[src/rtl/ci_master_if.sv]
// Request/response port plus custom-instruction bus between ci_master and its slaves.
// Latency: none (wires only). Backpressure: valid/ready on both the request and response sides.
interface ci_master_if;
  logic        req_valid;
  logic        req_ready;
  logic [1:0]  req_op;
  logic [31:0] req_a;
  logic [31:0] req_b;
  logic        resp_valid;
  logic        resp_ready;
  logic [31:0] resp_result;
  logic        resp_err;
  logic        resp_timeout;
  logic [31:0] ci_dataa;
  logic [31:0] ci_datab;
  logic        ci_clk_en;
  logic        ci_reset;
  logic [2:0]  ci_start;
  logic [2:0]  ci_done;
  logic [31:0] ci_result0;
  logic [31:0] ci_result1;
  logic [31:0] ci_result2;

  modport master (
    input  req_valid, req_op, req_a, req_b, resp_ready,
    input  ci_done, ci_result0, ci_result1, ci_result2,
    output req_ready, resp_valid, resp_result, resp_err, resp_timeout,
    output ci_dataa, ci_datab, ci_clk_en, ci_reset, ci_start
  );

  modport slave (
    output req_valid, req_op, req_a, req_b, resp_ready,
    output ci_done, ci_result0, ci_result1, ci_result2,
    input  req_ready, resp_valid, resp_result, resp_err, resp_timeout,
    input  ci_dataa, ci_datab, ci_clk_en, ci_reset, ci_start
  );
endinterface

[src/rtl/ci_master.sv]
// Custom-instruction initiator: clear, start and wait on the selected slave (mul/div/resto); latency >= 4 cycles.
// One request in flight: req_ready only in IDLE, and the response is held until resp_ready.
module ci_master #(
  parameter int TIMEOUT = 128
) (
  input logic         clk,
  input logic         reset,
  ci_master_if.master bus
);
  localparam int CW = $clog2(TIMEOUT);

  typedef enum logic [2:0] {IDLE, CLR, START, WAIT, RESP} state_e;

  state_e          state_q, state_d;
  logic [1:0]      op_q, op_d;
  logic [31:0]     a_q, a_d, b_q, b_d;
  logic [CW-1:0]   cnt_q, cnt_d;
  logic [2:0]      start_q, start_d;
  logic [31:0]     result_q, result_d;
  logic            err_q, err_d;
  logic            tmo_q, tmo_d;
  logic            done_sel;
  logic [31:0]     result_sel;

  // Only the addressed slave is observed; other done/result lines are don't-care.
  always_comb begin
    done_sel   = 1'b0;
    result_sel = 32'd0;
    case (op_q)
      2'd0:    begin done_sel = bus.ci_done[0]; result_sel = bus.ci_result0; end
      2'd1:    begin done_sel = bus.ci_done[1]; result_sel = bus.ci_result1; end
      2'd2:    begin done_sel = bus.ci_done[2]; result_sel = bus.ci_result2; end
      default: begin done_sel = 1'b0;           result_sel = 32'd0;          end
    endcase
  end

  always_comb begin
    state_d  = state_q;
    op_d     = op_q;
    a_d      = a_q;
    b_d      = b_q;
    cnt_d    = cnt_q;
    start_d  = 3'b000;
    result_d = result_q;
    err_d    = err_q;
    tmo_d    = tmo_q;
    case (state_q)
      IDLE: begin
        if (bus.req_valid) begin
          op_d     = bus.req_op;
          a_d      = bus.req_a;
          b_d      = bus.req_b;
          result_d = 32'd0;
          err_d    = (bus.req_op == 2'd3);
          tmo_d    = 1'b0;
          state_d  = (bus.req_op == 2'd3) ? RESP : CLR;
        end
      end
      CLR: begin
        start_d = 3'b001 << op_q;
        state_d = START;
      end
      START: begin
        cnt_d   = '0;
        state_d = WAIT;
      end
      WAIT: begin
        cnt_d = cnt_q + CW'(1);
        // A done arriving on the last allowed cycle still counts as success.
        if (done_sel) begin
          result_d = result_sel;
          state_d  = RESP;
        end else if (cnt_q == CW'(TIMEOUT - 1)) begin
          result_d = 32'd0;
          tmo_d    = 1'b1;
          state_d  = RESP;
        end
      end
      RESP: begin
        if (bus.resp_ready) state_d = IDLE;
      end
      default: state_d = IDLE;
    endcase
  end

  always_ff @(posedge clk) begin
    if (reset) begin
      state_q  <= IDLE;
      op_q     <= 2'd0;
      a_q      <= 32'd0;
      b_q      <= 32'd0;
      cnt_q    <= '0;
      start_q  <= 3'b000;
      result_q <= 32'd0;
      err_q    <= 1'b0;
      tmo_q    <= 1'b0;
    end else begin
      state_q  <= state_d;
      op_q     <= op_d;
      a_q      <= a_d;
      b_q      <= b_d;
      cnt_q    <= cnt_d;
      start_q  <= start_d;
      result_q <= result_d;
      err_q    <= err_d;
      tmo_q    <= tmo_d;
    end
  end

  assign bus.req_ready    = (state_q == IDLE) && !reset;
  assign bus.resp_valid   = (state_q == RESP);
  assign bus.resp_result  = result_q;
  assign bus.resp_err     = err_q;
  assign bus.resp_timeout = tmo_q;
  assign bus.ci_dataa     = a_q;
  assign bus.ci_datab     = b_q;
  assign bus.ci_clk_en    = 1'b1;
  assign bus.ci_reset     = reset || (state_q == CLR);
  assign bus.ci_start     = start_q;
endmodule
[src/flat_wrapper.sv]
// flat-port wrapper written by rule: the top's interface ports become plain ports
module ci_master_flat 
#(
  parameter int TIMEOUT = 128
)
  (clk, reset, bus_req_valid, bus_req_op, bus_req_a, bus_req_b, bus_resp_ready, bus_ci_done, bus_ci_result0, bus_ci_result1, bus_ci_result2, bus_req_ready, bus_resp_valid, bus_resp_result, bus_resp_err, bus_resp_timeout, bus_ci_dataa, bus_ci_datab, bus_ci_clk_en, bus_ci_reset, bus_ci_start);
  ci_master_if bus_i ();
  input logic clk;
  input logic reset;
  input wire logic [$bits(bus_i.req_valid)-1:0] bus_req_valid;
  input wire logic [$bits(bus_i.req_op)-1:0] bus_req_op;
  input wire logic [$bits(bus_i.req_a)-1:0] bus_req_a;
  input wire logic [$bits(bus_i.req_b)-1:0] bus_req_b;
  input wire logic [$bits(bus_i.resp_ready)-1:0] bus_resp_ready;
  input wire logic [$bits(bus_i.ci_done)-1:0] bus_ci_done;
  input wire logic [$bits(bus_i.ci_result0)-1:0] bus_ci_result0;
  input wire logic [$bits(bus_i.ci_result1)-1:0] bus_ci_result1;
  input wire logic [$bits(bus_i.ci_result2)-1:0] bus_ci_result2;
  output wire logic [$bits(bus_i.req_ready)-1:0] bus_req_ready;
  output wire logic [$bits(bus_i.resp_valid)-1:0] bus_resp_valid;
  output wire logic [$bits(bus_i.resp_result)-1:0] bus_resp_result;
  output wire logic [$bits(bus_i.resp_err)-1:0] bus_resp_err;
  output wire logic [$bits(bus_i.resp_timeout)-1:0] bus_resp_timeout;
  output wire logic [$bits(bus_i.ci_dataa)-1:0] bus_ci_dataa;
  output wire logic [$bits(bus_i.ci_datab)-1:0] bus_ci_datab;
  output wire logic [$bits(bus_i.ci_clk_en)-1:0] bus_ci_clk_en;
  output wire logic [$bits(bus_i.ci_reset)-1:0] bus_ci_reset;
  output wire logic [$bits(bus_i.ci_start)-1:0] bus_ci_start;
  assign bus_i.req_valid = bus_req_valid;
  assign bus_i.req_op = bus_req_op;
  assign bus_i.req_a = bus_req_a;
  assign bus_i.req_b = bus_req_b;
  assign bus_i.resp_ready = bus_resp_ready;
  assign bus_i.ci_done = bus_ci_done;
  assign bus_i.ci_result0 = bus_ci_result0;
  assign bus_i.ci_result1 = bus_ci_result1;
  assign bus_i.ci_result2 = bus_ci_result2;
  assign bus_req_ready = bus_i.req_ready;
  assign bus_resp_valid = bus_i.resp_valid;
  assign bus_resp_result = bus_i.resp_result;
  assign bus_resp_err = bus_i.resp_err;
  assign bus_resp_timeout = bus_i.resp_timeout;
  assign bus_ci_dataa = bus_i.ci_dataa;
  assign bus_ci_datab = bus_i.ci_datab;
  assign bus_ci_clk_en = bus_i.ci_clk_en;
  assign bus_ci_reset = bus_i.ci_reset;
  assign bus_ci_start = bus_i.ci_start;
  ci_master #(.TIMEOUT(TIMEOUT)) u_core (.clk(clk), .reset(reset), .bus(bus_i));
endmodule
[config.mk]
export PLATFORM = sky130hd
export DESIGN_NAME = ci_master_flat
export DESIGN_NICKNAME = d
export VERILOG_FILES = /design/src/rtl/ci_master_if.sv /design/src/rtl/ci_master.sv /design/src/flat_wrapper.sv
export SDC_FILE = /design/constraint.sdc
export NUM_CORES = 1
export LEC_CHECK = 0
export ABC_AREA = 1
export CELL_PAD_IN_SITES_DETAIL_PLACEMENT = 1
export CELL_PAD_IN_SITES_GLOBAL_PLACEMENT = 2
export CORE_UTILIZATION = 19
export DETAILED_ROUTE_END_ITERATION = 10
export PLACE_DENSITY_LB_ADDON = 0.1
export SLEW_MARGIN = 15
export SYNTH_ARGS = -nofsm -noshare
export SYNTH_HDL_FRONTEND = slang
export SYNTH_SLANG_ARGS = --single-unit
[constraint.sdc]
create_clock -name clk -period 2.1 [get_ports clk]
set_input_delay 0.42 -clock clk [delete_from_list [all_inputs] [get_ports clk]]
set_output_delay 0.42 -clock clk [all_outputs]
set_load 0.005 [all_outputs]
==> summary.md <==
| Metric | Value |
|---|---|
| CP required | `1680 ps` |
| Worst path arrival time | `1550 ps` |
| VDD IR-drop max | `0.502 mV` |
| Power, Total | `8.55 mW` |
| Starting Density | `0.195` |
| Register area share after synthesis | `0.427` |
| Fmax | `507 MHz` |
| Hold Vio Cnt, Final | `0` |
| Area contributors post-synth | `dfxtp_1 (43%), nor2_1 (19%), nand2_1 (12%)` |
| Min-delay src | `u_core.bus.resp_timeout$_SDFFE_PP0P_` |
| Vias per cell | `4.01` |
| Number of buffers created by CTS | `17` |
| CTS H-tree depth | `4` |
| Syn Inst Count | `820` |
| Post-synth net total | `990` |
| Worst Setup Start Kind | `register` |
| Initial antenna violation count | `0` |
| Setup Skew | `9.14 ps` |
| Worst-Skew Late Latency | `420 ps` |
| Yosys warns | `0` |
| Total wire length | `20.6 mm` |
| Reg-to-Reg Start | `u_core.op_q[1]$_SDFFE_PP0P_` |
| Avg Cell Area, Syn | `6.47 um2` |
| Maximum buffer depth of the clock tree | `2` |
| Input/output buffers | `272` |
| Setup Crit Path Kind | `reg2out` |
| # setup viols final | `0` |
| RSZ-0062 raised after global routing | `no` |
| Die W | `169 um` |
| Top cell type by total area after synthesis | `dfxtp_1` |
| Pwr Density | `943 mW/mm2` |
| Final cell count without fillers | `1469` |
| CTS Hold Buffers Added | `0` |
| Total track usage | `0.145` |
| Max-Cap Viols | `0` |
| Max-slew violations | `0` |
| Root buffer cell | `clkbuf_16` |
| Layout cell share with drive strength beyond 1 | `0.0702` |
| Initial DRC count | `148` |
| Final hold slack | `458 ps` |
| Period utilization | `0.940` |
| Final HPWL DP | `14.7 mm` |
| Synthesized area | `0.00530 mm2` |
| CTS tree | `built` |
| LEAKAGE | `3.94 nW` |
| Critical Path Source | `u_core.state_q[2]$_SDFFE_PP0P_` |
| Placed Instances | `1435` |
| Wire length of the first global-routing pass | `32.7 mm` |
| Row Count | `60` |
| Largest net degree at the start of global routing | `71` |
| Crit. End Element | `output port` |
| Antenna viol nets, final | `0` |
| IO Pins | `274` |
| Hold Crit Class | `reg2reg` |
| Synth-to-layout area growth | `71.1%` |
| Gr ovfl total | `0` |
| Status | `completed` |
| Max FO, Critical Path | `3` |
| Die Span Y | `169 um` |
| Inserted Diodes | `0` |
| Drt first pass iters | `4` |
| Top-area cell type share of the netlist area | `0.427` |
| Die area | `0.0286 mm2` |
| Number of global-route vias before repair | `6005` |
| Fin crit period | `1970 ps` |
| Gpl congestion | `0.683` |
| Total core area | `0.0272 mm2` |
| Final #Nets | `1254` |
| Count of different cell masters after synthesis | `26` |
| Reg clk slew, reported paths | `60 ps` |
| Sink Count | `113` |
| Vias post-DR | `5893` |
| DR DRC count | `0` |
| Setup TNS | `0 ps` |
| Yosys reg bits | `113` |
| Routed wire length per instance | `14.0 um` |
power by group:
group / total [mW] / internal (mW) / switching [mW]
Combinational: 2.76 / 1.39 / 1.38
Sequential: 2.73 / 2.52 / 0.210
Clock: 3.05 / 1.92 / 1.13
area by class of cell:
class                      instances  area, um2
clock buffer                      18        439
clock inverter                    14        180
fill                            3337      18100
inverter                          71        267
multi-input combinational        590       2510
sequential                       113       2270
tap                              372        465
timing repair buffer             291       2940
metal layers:
metal | track usage | share of wire | wire [um]
met4 | 0.0403 | 0.0078 | 160
met1 | 0.189 | 0.48 | 9920
met5 | 0 | 0 | 0
met2 | 0.210 | 0.40 | 8210
met3 | 0.0711 | 0.11 | 2310
sequential cells by signal, summed over array words and instances, names as in the netlist:
register and cells:
u_core.bus.ci_start 3, u_core.bus.ci_datab 32, u_core.bus.resp_timeout 1, u_core.cnt_q 7, u_core.op_q 2, u_core.bus.resp_result 32
u_core.bus.ci_dataa 32, u_core.state_q 3, u_core.bus.resp_err 1
worst max-delay path, stage by stage (launching register included):
cell and delay, ps:
dfxtp_1 370, inv_1 90, nor3_2 150, clkdlybuf4s50_1 530
final timing paths:
kind                                                   to  slack [ps]  cells after the start
hold / removal       u_core.bus.resp_timeout$_SDFFE_PP0P_         460                      2
setup / recovery                           bus_resp_valid         130                      3
hold reg to reg      u_core.bus.resp_timeout$_SDFFE_PP0P_         460                      2
setup reg to reg  u_core.bus.resp_result[11]$_SDFFE_PP0P_         430                     10
per-stage QoR:
stage	utilization	worst slack, ps	instance area [um2]
after floorplan	-	510	5300
after global placement	0.310	62.2	8420
after detailed placement	0.310	61.5	8420
after CTS	0.333	19.7	9040
after global routing	0.334	49.3	9070
final	0.334	127	9070
cells in the mapped netlist:
master	number
a31o_2	1
a21oi_1	18
o21ai_0	63
nor2_4	1
clkbuf_1	21
nor2_8	2
nor2_2	3
nor3_1	4
nor2_1	272
nand3_2	4
buf_1	2
buf_4	9
o21ai_1	12
a31oi_1	1
inv_1	67
conb_1	1
nand4_1	1
inv_2	4
ha_1	1
nand3_1	37
nand2_2	4
nand2_1	163
nand2_4	2
dfxtp_1	113
buf_2	6
buf_6	8
cells in the final DEF (no fill, tap or decap), types with 2 or more instances in the layout:
cell / instances
nor2_1: 272
clkdlybuf4s50_1: 270
nand2_1: 163
dfxtp_1: 111
inv_1: 66
o21ai_0: 63
nand3_1: 37
a21oi_1: 18
clkbuf_16: 17
buf_4: 13
o21ai_1: 12
buf_12: 6
inv_2: 5
nand2_2: 4
nand3_2: 4
inv_6: 4
clkinv_4: 4
nor2_2: 3
bufinv_16: 3
nor3_2: 2
nand2_4: 2
nor2_8: 2
nor3_1: 2
clkinvlp_4: 2
cell families after synthesis:
group	Yosys count	synth area share
simple gates	493	0.378
flops	113	0.427
compound gates	95	0.0906
buf+inv	117	0.102
fa+ha+maj	1	0.00236
other cells	1	0.000707
repair_timing:
item | in CTS | in global routing
buffers inserted | 0 | 2
resized for setup | 4 | 3
endpoints found under the setup margin | 2 | 2
pin swaps | 0 | 1
(Power assumes the default switching activity.)
